[src/rtl/otter_mem_arb_if.sv]
// Bundles the fetch port, data port and memory bus of otter_mem_arb.
// slave is the arbiter's view; master is the requesters'/memory's view.
interface otter_mem_arb_if;
  // fetch port
  logic        IF_REQ;
  logic [31:0] IF_ADDR;
  logic        IF_VALID;
  logic [31:0] IF_DATA;

  // data port
  logic        D_REQ;
  logic        D_WE;
  logic [31:0] D_ADDR;
  logic [31:0] D_WDATA;
  logic [1:0]  D_SIZE;
  logic        D_SIGN;
  logic        D_VALID;
  logic [31:0] D_RDATA;

  // memory bus
  logic        M_REQ;
  logic        M_WE;
  logic [31:0] M_ADDR;
  logic [31:0] M_WDATA;
  logic [1:0]  M_SIZE;
  logic        M_SIGN;
  logic        M_ACK;
  logic [31:0] M_RDATA;

  // pipeline stalls and error status
  logic        STALL_IF;
  logic        STALL_MEM;
  logic        ERR;
  logic        ERR_CLR;

  modport slave (
    input  IF_REQ, IF_ADDR,
    input  D_REQ, D_WE, D_ADDR, D_WDATA, D_SIZE, D_SIGN,
    input  M_ACK, M_RDATA, ERR_CLR,
    output IF_VALID, IF_DATA, D_VALID, D_RDATA,
    output M_REQ, M_WE, M_ADDR, M_WDATA, M_SIZE, M_SIGN,
    output STALL_IF, STALL_MEM, ERR
  );

  modport master (
    output IF_REQ, IF_ADDR,
    output D_REQ, D_WE, D_ADDR, D_WDATA, D_SIZE, D_SIGN,
    output M_ACK, M_RDATA, ERR_CLR,
    input  IF_VALID, IF_DATA, D_VALID, D_RDATA,
    input  M_REQ, M_WE, M_ADDR, M_WDATA, M_SIZE, M_SIGN,
    input  STALL_IF, STALL_MEM, ERR
  );
endinterface

[src/rtl/otter_mem_arb.sv]
// Arbitrates the fetch and data ports onto one handshake memory bus, with a
// fetch starvation guard and a busy timeout that aborts and sets sticky ERR.
module otter_mem_arb #(
  parameter int STARVE_LIMIT = 3,
  parameter int TIMEOUT      = 255
) (
  input  logic           CLK,
  input  logic           RESET_N,
  otter_mem_arb_if.slave bus
);

  localparam logic [1:0] IDLE    = 2'd0;
  localparam logic [1:0] IF_BUSY = 2'd1;
  localparam logic [1:0] D_BUSY  = 2'd2;

  localparam int SW = (STARVE_LIMIT < 1) ? 1 : $clog2(STARVE_LIMIT + 1);
  localparam int BW = (TIMEOUT < 1) ? 1 : $clog2(TIMEOUT + 1);
  localparam logic [SW-1:0] STARVE_MAX = SW'(STARVE_LIMIT);
  localparam logic [BW-1:0] BUSY_MAX   = BW'(TIMEOUT);

  logic [1:0]    state;
  logic [SW-1:0] starve_cnt;
  logic [BW-1:0] busy_cnt;

  logic          m_req_q;
  logic          m_we_q;
  logic [31:0]   m_addr_q;
  logic [31:0]   m_wdata_q;
  logic [1:0]    m_size_q;
  logic          m_sign_q;
  logic          if_valid_q;
  logic [31:0]   if_data_q;
  logic          d_valid_q;
  logic [31:0]   d_rdata_q;
  logic          err_q;

  logic          grant_if;
  logic          grant_d;
  logic          busy;
  logic          done_ack;
  logic          done_to;
  logic          done;

  // Data has priority unless fetch has already waited through STARVE_LIMIT
  // consecutive data grants.
  // NOTE: every output of an always_comb gets a default first, so no path
  // through the block can leave a value held and infer a latch.
  always_comb begin
    grant_if = 1'b0;
    grant_d  = 1'b0;
    if (state == IDLE) begin
      if (bus.IF_REQ && (!bus.D_REQ || starve_cnt == STARVE_MAX)) begin
        grant_if = 1'b1;
      end else if (bus.D_REQ) begin
        grant_d = 1'b1;
      end
    end
  end

  assign busy     = (state != IDLE);
  assign done_ack = busy && bus.M_ACK;
  assign done_to  = busy && !bus.M_ACK && (busy_cnt == BUSY_MAX);
  assign done     = done_ack || done_to;

  // NOTE: state registers use non-blocking assignments only, so every
  // register samples pre-edge values regardless of statement order.
  // NOTE: the datapath registers are reset as well because they are visible
  // on ports and must read zero immediately on reset.
  always_ff @(posedge CLK or negedge RESET_N) begin
    if (!RESET_N) begin
      state      <= IDLE;
      starve_cnt <= '0;
      busy_cnt   <= '0;
      m_req_q    <= 1'b0;
      m_we_q     <= 1'b0;
      m_addr_q   <= '0;
      m_wdata_q  <= '0;
      m_size_q   <= '0;
      m_sign_q   <= 1'b0;
      if_valid_q <= 1'b0;
      if_data_q  <= '0;
      d_valid_q  <= 1'b0;
      d_rdata_q  <= '0;
      err_q      <= 1'b0;
    end else begin
      if_valid_q <= 1'b0;
      d_valid_q  <= 1'b0;

      case (state)
        IDLE: begin
          if (grant_if) begin
            state      <= IF_BUSY;
            starve_cnt <= '0;
            busy_cnt   <= '0;
            m_req_q    <= 1'b1;
            m_we_q     <= 1'b0;
            m_addr_q   <= bus.IF_ADDR;
            m_wdata_q  <= '0;
            m_size_q   <= 2'b10;
            m_sign_q   <= 1'b0;
          end else if (grant_d) begin
            state     <= D_BUSY;
            busy_cnt  <= '0;
            m_req_q   <= 1'b1;
            m_we_q    <= bus.D_WE;
            m_addr_q  <= bus.D_ADDR;
            m_wdata_q <= bus.D_WDATA;
            m_size_q  <= bus.D_SIZE;
            m_sign_q  <= bus.D_SIGN;
            if (bus.IF_REQ && starve_cnt != STARVE_MAX) begin
              starve_cnt <= starve_cnt + 1'b1;
            end
          end
        end

        IF_BUSY, D_BUSY: begin
          if (done) begin
            state   <= IDLE;
            m_req_q <= 1'b0;
            m_we_q  <= 1'b0;
            // A timed-out read returns zero; a write never touches D_RDATA.
            if (state == IF_BUSY) begin
              if_valid_q <= 1'b1;
              if_data_q  <= done_ack ? bus.M_RDATA : 32'h0;
            end else begin
              d_valid_q <= 1'b1;
              if (!m_we_q) begin
                d_rdata_q <= done_ack ? bus.M_RDATA : 32'h0;
              end
            end
          end else begin
            busy_cnt <= busy_cnt + 1'b1;
          end
        end

        default: begin
          state   <= IDLE;
          m_req_q <= 1'b0;
          m_we_q  <= 1'b0;
        end
      endcase

      // A timeout on the same edge as ERR_CLR wins, so no abort is missed.
      if (done_to) begin
        err_q <= 1'b1;
      end else if (bus.ERR_CLR) begin
        err_q <= 1'b0;
      end
    end
  end

  assign bus.M_REQ     = m_req_q;
  assign bus.M_WE      = m_we_q;
  assign bus.M_ADDR    = m_addr_q;
  assign bus.M_WDATA   = m_wdata_q;
  assign bus.M_SIZE    = m_size_q;
  assign bus.M_SIGN    = m_sign_q;
  assign bus.IF_VALID  = if_valid_q;
  assign bus.IF_DATA   = if_data_q;
  assign bus.D_VALID   = d_valid_q;
  assign bus.D_RDATA   = d_rdata_q;
  assign bus.ERR       = err_q;
  assign bus.STALL_IF  = bus.IF_REQ & ~if_valid_q;
  assign bus.STALL_MEM = bus.D_REQ & ~d_valid_q;

endmodule

[src/flat_wrapper.sv]
// flat-port wrapper written by rule: the top's interface ports become plain ports
module otter_mem_arb_flat 
#(
  parameter int STARVE_LIMIT = 3,
  parameter int TIMEOUT      = 255
)
  (CLK, RESET_N, bus_IF_REQ, bus_IF_ADDR, bus_D_REQ, bus_D_WE, bus_D_ADDR, bus_D_WDATA, bus_D_SIZE, bus_D_SIGN, bus_M_ACK, bus_M_RDATA, bus_ERR_CLR, bus_IF_VALID, bus_IF_DATA, bus_D_VALID, bus_D_RDATA, bus_M_REQ, bus_M_WE, bus_M_ADDR, bus_M_WDATA, bus_M_SIZE, bus_M_SIGN, bus_STALL_IF, bus_STALL_MEM, bus_ERR);
  otter_mem_arb_if bus_i ();
  input  logic CLK;
  input  logic RESET_N;
  input wire logic [$bits(bus_i.IF_REQ)-1:0] bus_IF_REQ;
  input wire logic [$bits(bus_i.IF_ADDR)-1:0] bus_IF_ADDR;
  input wire logic [$bits(bus_i.D_REQ)-1:0] bus_D_REQ;
  input wire logic [$bits(bus_i.D_WE)-1:0] bus_D_WE;
  input wire logic [$bits(bus_i.D_ADDR)-1:0] bus_D_ADDR;
  input wire logic [$bits(bus_i.D_WDATA)-1:0] bus_D_WDATA;
  input wire logic [$bits(bus_i.D_SIZE)-1:0] bus_D_SIZE;
  input wire logic [$bits(bus_i.D_SIGN)-1:0] bus_D_SIGN;
  input wire logic [$bits(bus_i.M_ACK)-1:0] bus_M_ACK;
  input wire logic [$bits(bus_i.M_RDATA)-1:0] bus_M_RDATA;
  input wire logic [$bits(bus_i.ERR_CLR)-1:0] bus_ERR_CLR;
  output wire logic [$bits(bus_i.IF_VALID)-1:0] bus_IF_VALID;
  output wire logic [$bits(bus_i.IF_DATA)-1:0] bus_IF_DATA;
  output wire logic [$bits(bus_i.D_VALID)-1:0] bus_D_VALID;
  output wire logic [$bits(bus_i.D_RDATA)-1:0] bus_D_RDATA;
  output wire logic [$bits(bus_i.M_REQ)-1:0] bus_M_REQ;
  output wire logic [$bits(bus_i.M_WE)-1:0] bus_M_WE;
  output wire logic [$bits(bus_i.M_ADDR)-1:0] bus_M_ADDR;
  output wire logic [$bits(bus_i.M_WDATA)-1:0] bus_M_WDATA;
  output wire logic [$bits(bus_i.M_SIZE)-1:0] bus_M_SIZE;
  output wire logic [$bits(bus_i.M_SIGN)-1:0] bus_M_SIGN;
  output wire logic [$bits(bus_i.STALL_IF)-1:0] bus_STALL_IF;
  output wire logic [$bits(bus_i.STALL_MEM)-1:0] bus_STALL_MEM;
  output wire logic [$bits(bus_i.ERR)-1:0] bus_ERR;
  assign bus_i.IF_REQ = bus_IF_REQ;
  assign bus_i.IF_ADDR = bus_IF_ADDR;
  assign bus_i.D_REQ = bus_D_REQ;
  assign bus_i.D_WE = bus_D_WE;
  assign bus_i.D_ADDR = bus_D_ADDR;
  assign bus_i.D_WDATA = bus_D_WDATA;
  assign bus_i.D_SIZE = bus_D_SIZE;
  assign bus_i.D_SIGN = bus_D_SIGN;
  assign bus_i.M_ACK = bus_M_ACK;
  assign bus_i.M_RDATA = bus_M_RDATA;
  assign bus_i.ERR_CLR = bus_ERR_CLR;
  assign bus_IF_VALID = bus_i.IF_VALID;
  assign bus_IF_DATA = bus_i.IF_DATA;
  assign bus_D_VALID = bus_i.D_VALID;
  assign bus_D_RDATA = bus_i.D_RDATA;
  assign bus_M_REQ = bus_i.M_REQ;
  assign bus_M_WE = bus_i.M_WE;
  assign bus_M_ADDR = bus_i.M_ADDR;
  assign bus_M_WDATA = bus_i.M_WDATA;
  assign bus_M_SIZE = bus_i.M_SIZE;
  assign bus_M_SIGN = bus_i.M_SIGN;
  assign bus_STALL_IF = bus_i.STALL_IF;
  assign bus_STALL_MEM = bus_i.STALL_MEM;
  assign bus_ERR = bus_i.ERR;
  otter_mem_arb #(.STARVE_LIMIT(STARVE_LIMIT), .TIMEOUT(TIMEOUT)) u_core (.CLK(CLK), .RESET_N(RESET_N), .bus(bus_i));
endmodule
[config.mk]
export PLATFORM = sky130hd
export DESIGN_NAME = otter_mem_arb_flat
export DESIGN_NICKNAME = d
export VERILOG_FILES = /design/src/rtl/otter_mem_arb_if.sv /design/src/rtl/otter_mem_arb.sv /design/src/flat_wrapper.sv
export SDC_FILE = /design/constraint.sdc
export NUM_CORES = 1
export LEC_CHECK = 0
export ABC_AREA = 1
export ABC_CLOCK_PERIOD_IN_PS = 3400
export BUFFER_PORTS_ARGS = -buffer_cell sky130_fd_sc_hd__buf_2
export CAP_MARGIN = 40
export CORE_ASPECT_RATIO = 1.75
export CORE_UTILIZATION = 35
export CTS_CLUSTER_SIZE = 10
export DETAILED_ROUTE_END_ITERATION = 8
export PLACE_DENSITY = 0.61
export SETUP_SLACK_MARGIN = 0.5
export SLEW_MARGIN = 20
export SYNTH_ARGS = -nofsm -noshare
export SYNTH_HDL_FRONTEND = slang
export SYNTH_SLANG_ARGS = --single-unit
[constraint.sdc]
create_clock -name CLK -period 3.4 [get_ports CLK]
set_input_delay 0.17 -clock CLK [delete_from_list [all_inputs] [get_ports CLK]]
set_output_delay 0.17 -clock CLK [all_outputs]
set_load 0.005 [all_outputs]
* Word level (Yosys, flattened, before mapping)
Cells that the tools add are included.
W data, S select, Z words.
** Word-level totals
- Bits in registers :: 148
- Input port bits :: 138
- Output and inout bits :: 138
- Word-level logic and storage cells :: 92
** Operators by class
- Add/sub/neg operators :: 2
- Equal/unequal tests :: 8
- Multiplexer cells :: 40
- Bitwise operators :: 6
- Reductions and logical operators :: 22
** Operators by type and width (count)
- $mux W32 :: 5
- $mux W8 :: 3
- $mux W1 :: 20
- $mux W2 :: 8
- $pmux W8 S2 :: 1
- $reduce_bool A2 Y1 :: 5
- $reduce_and A3 Y1 :: 3
- $add A8 B1 Y8 const B :: 1
- $eq A8 B8 Y1 const B :: 1
- $logic_and A1 B1 Y1 :: 5
- $eq A2 B2 Y1 const B :: 2
- $ne A2 B2 Y1 const B :: 2
- $not A1 Y1 :: 4
- $pmux W1 S2 :: 2
- $pmux W2 S2 :: 1
- $reduce_and A2 Y1 :: 2
- $reduce_and A4 Y1 :: 1
- $ne A3 B1 Y1 const B :: 1
- $add A2 B1 Y2 const B :: 1
- $and A1 B1 Y1 :: 2
- $eq A2 B1 Y1 const B :: 1
- $logic_not A1 Y1 :: 2
- $logic_not A2 Y1 :: 1
- $logic_or A1 B1 Y1 :: 2
- other kinds (2) :: 2

* Longest topological paths before layout
- Depth in word-level cells :: 8
- Mapped depth :: 11
- Depth with buffers taken out :: 11

* Worst setup path after synthesis
OpenSTA, ideal clock, no wires.
- Path type :: register to register
- Start point :: reg u_core.state[0]
- End point :: reg u_core.d_rdata_q[20], in the netlist u_core.bus.D_RDATA[20]
- Data arrival time :: 1441 ps
- Slack :: 1841 ps
- Cell stages (with the launch flop) :: 12
- Buffers on the path :: 1
- Period minus slack after synthesis :: 1559 ps
- Cell sequence :: dfrtp_1 inv_1 ha_1 inv_1 nand2_1 nor2_1 nand2_2 nand2_4 nand3_4 buf_6 nand2_1 o21ai_2
** Between the ends
- Word-level cells in the longest chain between the ends :: 5
- Elaborated cells between the ends (all ways) :: 11
- Those cells by class :: eq/ne: 2; mux: 1; bitwise: 1; reduce/logical: 7
** RTL lines
- start: declaration :: RTL line otter_mem_arb.sv:21 : logic [1:0] state;
- start signal: assignment :: RTL line otter_mem_arb.sv:71 : state <= IDLE;
- start signal: assignment :: RTL line otter_mem_arb.sv:92 : state <= IF_BUSY;
- start signal: assignment :: RTL line otter_mem_arb.sv:102 : state <= D_BUSY;
- $reduce_bool A2 Y1 :: RTL line otter_mem_arb.sv:60 : assign busy = (state != IDLE);
- $logic_and A1 B1 Y1 (2 in a row) :: RTL line otter_mem_arb.sv:62 : assign done_to = busy && !bus.M_ACK && (busy_cnt == BUSY_MAX);
- $logic_or A1 B1 Y1 :: RTL line otter_mem_arb.sv:63 : assign done = done_ack || done_to;
- $reduce_and A4 Y1 (no line)
- end signal: assignment :: RTL line otter_mem_arb.sv:128 : d_rdata_q <= done_ack ? bus.M_RDATA : 32'h0;
- end: declaration :: RTL line otter_mem_arb.sv:34 : logic [31:0] d_rdata_q;
Several ways; a longest one is shown, not always the timed one.
A chain may end at the register's enable or synchronous reset.

* Worst setup path in the final report
- Start point :: reg u_core.state[0]
- End point :: reg u_core.m_addr_q[29], in the netlist u_core.bus.M_ADDR[29]
** Between the ends
- Word-level cells in the longest chain between the ends :: 4
- Elaborated cells between the ends (all ways) :: 6
- Those cells by class :: mux: 3; reduce/logical: 3
** RTL lines
- $logic_not A2 Y1 * :: RTL line otter_mem_arb.sv:51, otter_mem_arb.sv:89
- $mux W1 :: RTL line otter_mem_arb.sv:51 : if (state == IDLE) begin
- $reduce_bool A2 Y1 (no line)
- $reduce_and A2 Y1 (no line)
- end signal: assignment :: RTL line otter_mem_arb.sv:97 : m_addr_q <= bus.IF_ADDR;
- end signal: assignment :: RTL line otter_mem_arb.sv:106 : m_addr_q <= bus.D_ADDR;
- end: declaration :: RTL line otter_mem_arb.sv:27 : logic [31:0] m_addr_q;
Every way passes the cells marked *; elsewhere a longest branch is shown, timed or not.

==> results.py <==
metrics = {
    "die": {
        "fp.dieW_um": 103,
        "die_area_um2": 18500,
        "placementRows": 64,
        "ios": 276,
        "coreArea_um2": 17500,
        "die_y_um": 179,
        "start_util_pct": 35.9,
    },
    "critical_path": {
        "reg2reg_to": "u_core.bus.M_ADDR[29]",
        "worstPathCellList": "inv_1 > ha_1 > nand3_2 > nand2_2 > buf_4 > nor2_1 > a31oi_1 > dlygate4sd3_1",
        "crit_cells": 8,
        "crit_buf_inv": 3,
        "path_max_fanout": 32,
        "cp.required_ns": 3.76,
        "rr_startpoint": "u_core.state[0]",
        "critPathKind": "reg2reg",
        "cp-startpoint": "u_core.state[0]",
        "cp.arrival_ns": 2.88,
        "cpMaxStageDelayCell": "dlygate4sd3_1",
        "cp-start-kind": "flop",
        "crit_path_end": "u_core.bus.M_ADDR[29]",
        "cp-end-kind": "flop",
        "cpPeakStageDelay_ns": 0.57,
        "reg2reg_depth": 8,
        "r2r_slack_ns": 0.88,
        "critical-path-top-delay-family": "buffers and inverters",
    },
    "synthesis": {
        "postSynth.asyncResetShare_pct": 100,
        "synth-seq-cells": 148,
        "yosysWarnings": 0,
        "syn_avg_cell_area_um2": 8.98,
        "syn_inst": 701,
        "synth_ff_type": "dfrtp_1",
        "synth_cell_types": 25,
        "yosysSeqAreaShare_pct": 58.8,
        "synth_enable_flop_cells": 0,
        "synthesis.nets": 843,
        "syn_area_um2": 6300,
    },
    "timing": {
        "finalHoldViolCount": 0,
        "setup_tns_ns": 0,
        "clock_skew_ns": 0.00979,
        "period_minus_slack_ns": 2.52,
        "setup_viol": 0,
        "clock.fmax_mhz": 397,
        "fin_ws_ns": 0.882,
        "drv_slew": 0,
        "grt_setup_unrepaired": "false",
        "tightestPinTransition_ns": 0.795,
        "post-route-period-util_pct": 74.1,
        "slew_headroom_pct": 47.0,
    },
    "drt": {
        "ant_nets": 0,
        "wl_per_cell_um": 14.1,
        "drcViolationCount": 0,
        "vias": 6114,
        "first_iter_violations": 156,
        "wl_um": 18400,
        "drtPass1Iterations": 4,
        "vias_per_cell": 4.67,
    },
    "cells_and_area": {
        "drive_above_1_share_pct": 33.4,
        "finalNetCount": 1205,
        "syn2layout_area_growth_pct": 49.2,
    },
    "placed_design": {
        "io_buffers": 275,
        "place_hpwl_um": 12200,
        "dp_slack_ns": 1.28,
        "place_congestion": 0.788,
    },
    "cts": {
        "post_cts_resized": 0,
        "cts_htree_levels": 4,
        "clkSlewWorstSetupHoldPaths_ns": 0.06,
        "clockBufferDepth": 2,
        "insertion_delay_ns": 0.42,
        "cts_root_buf": "clkbuf_16",
        "cts_num_sinks": 148,
        "cts_buffers": 17,
        "cts_tree": "done",
        "post_cts_buffers": 0,
    },
    "pwr": {
        "peakVddDrop_mv": 0.411,
        "p_leak_nw": 4.88,
        "powerDensity_nw_per_um2": 809,
    },
    "global_routing": {
        "grt.overflow.total": 0,
        "antenna_found_initial": 2,
        "grt_usage_pct": 20.3,
        "grt_pass1_vias": 6133,
        "grt_max_degree": 68,
        "grt_pass1_wl_um": 29400,
    },
    "run": {
        "maxCapViolCount": 0,
    },
    "min_path": {
        "hold_path.class": "in2reg",
    },
    "status": {
        "outcome": "complete, no violations",
    },
}
==> logic make-up (layout without fill, tap and decap cells) <==
family          count (synthesis)  in the layout  share of synthesized area (%)
buf+inv                        59            434                           4.65
simple gates                  383            383                           24.6
flops                         148            148                           58.8
other cells                     0              1                              0
fa+ha+maj                       4              4                          0.795
compound gates                107            107                           11.2
==> per-layer routing <==
metal	vias up	track usage (%)	routed length, um
met5	-	0	0
met4	0	9.92	582
met3	38	5.21	1290
met2	230	35.0	9240
met1	2854	22.7	7310
li1	2992	-	-
==> state kept, by name, indices dropped and copies added, names as in the netlist <==
register	flops
u_core.bus.IF_VALID	1
u_core.state	2
u_core.bus.D_RDATA	32
u_core.starve_cnt	2
u_core.bus.M_ADDR	32
u_core.bus.M_SIGN	1
u_core.bus.IF_DATA	32
u_core.bus.D_VALID	1
u_core.bus.M_WE	1
u_core.bus.M_REQ	1
u_core.busy_cnt	8
u_core.bus.M_SIZE	2
u_core.bus.ERR	1
u_core.bus.M_WDATA	32
==> how the worst min path moves through the flow <==
| stage | from | slack (ns) | endpoint | depth (start not counted) |
|---|---|---|---|---|
| 2_1_floorplan | RESET_N | -0.13 | u_core.bus.D_RDATA[0] | 0 |
| 3_3_place_gp | RESET_N | 0.35 | u_core.bus.IF_DATA[17] | 1 |
| 3_5_place_dp | RESET_N | 0.10 | u_core.bus.IF_DATA[17] | 1 |
| 4_1_cts | bus_IF_ADDR[19] | 0.0008 | u_core.bus.M_ADDR[19] | 3 |
| 5_1_grt | bus_IF_ADDR[30] | 0.02 | u_core.bus.M_ADDR[30] | 3 |
| 6_report | bus_D_ADDR[12] | 0.02 | u_core.bus.M_ADDR[12] | 3 |
==> cells in the final DEF, fill, tap and decap left out, types with 2 or more instances in the layout <==
master / n
nand2_1: 277
buf_2: 274
dfrtp_1: 148
dlygate4sd3_1: 94
nand3_1: 49
nor2_1: 45
o21ai_0: 35
a31oi_1: 32
o21ai_2: 32
inv_1: 20
clkbuf_16: 17
buf_4: 9
clkinvlp_4: 6
nand2_2: 5
ha_1: 4
o21ai_1: 3
clkbuf_1: 3
buf_16: 3
nand3_2: 2
a21oi_1: 2
o21bai_1: 2
clkbuf_8: 2
inv_6: 2
==> area by class of cell <==
type                            count  area, um^2
Antenna cell                        1        2.50
Clock buffer                       22         464
Clock inverter                     10        76.3
Fill cell                        1628        8140
Inverter                           21        78.8
Multi-Input combinational cell    494        2300
Sequential cell                   148        3700
Tap cell                          231         289
Timing Repair Buffer              381        2470
==> power breakdown <==
part	leakage, nW	internal, mW	switching, mW	total (mW)
combinational	2.76	1.38	1.60	2.98
sequential	1.87	2.49	0.390	2.88
clock	0.245	0.976	0.762	1.74
total	4.88	4.84	2.75	7.60
==> Yosys cell counts (5+ instances only) <==
cell type / n / area share, %
inv_1: 20 / 1.2
o21ai_0: 35 / 2.8
o21ai_2: 32 / 4.5
nor2_1: 45 / 2.7
clkbuf_1: 10 / 0.60
nand2_2: 5 / 0.50
buf_2: 21 / 1.7
nand3_1: 50 / 4.0
buf_6: 6 / 1.1
dfrtp_1: 148 / 59
nand2_1: 277 / 17
a31oi_1: 32 / 3.2
==> what timing repair did <==
item / CTS / global route
setup endpoints to repair: 0 / 0
endpoints found under the hold margin: 106 / 0
hold buffers: 94 / 0
==> metrics by stage <==
step / instances / total power, mW / utilization (%) / hold WS [ns] / instance area (um^2)
2_1_floorplan: 701 / 4.35 / - / -0.126 / 6300
3_3_place_gp: 1178 / 5.49 / 44.6 / 0.349 / 7830
3_5_place_dp: 1181 / 5.58 / 45.1 / 0.103 / 7910
4_1_cts: 1307 / 7.67 / 53.5 / 0.000835 / 9390
5_1_grt: 1308 / 8.22 / 53.6 / 0.0222 / 9390
6_report: 1308 / 7.60 / 53.6 / 0.0192 / 9390
==> worst reg2reg max path: cells and delay by family, from the launching register on <==
family / cells / cell delay [ns]
AOI/OAI and AO/OA: 1 / 0.17
adders and majority gates: 1 / 0.24
buffers and inverters: 3 / 0.98
DFF: 1 / 0.39
and+or+nand+nor: 3 / 0.69
(Power assumes the default switching activity.)
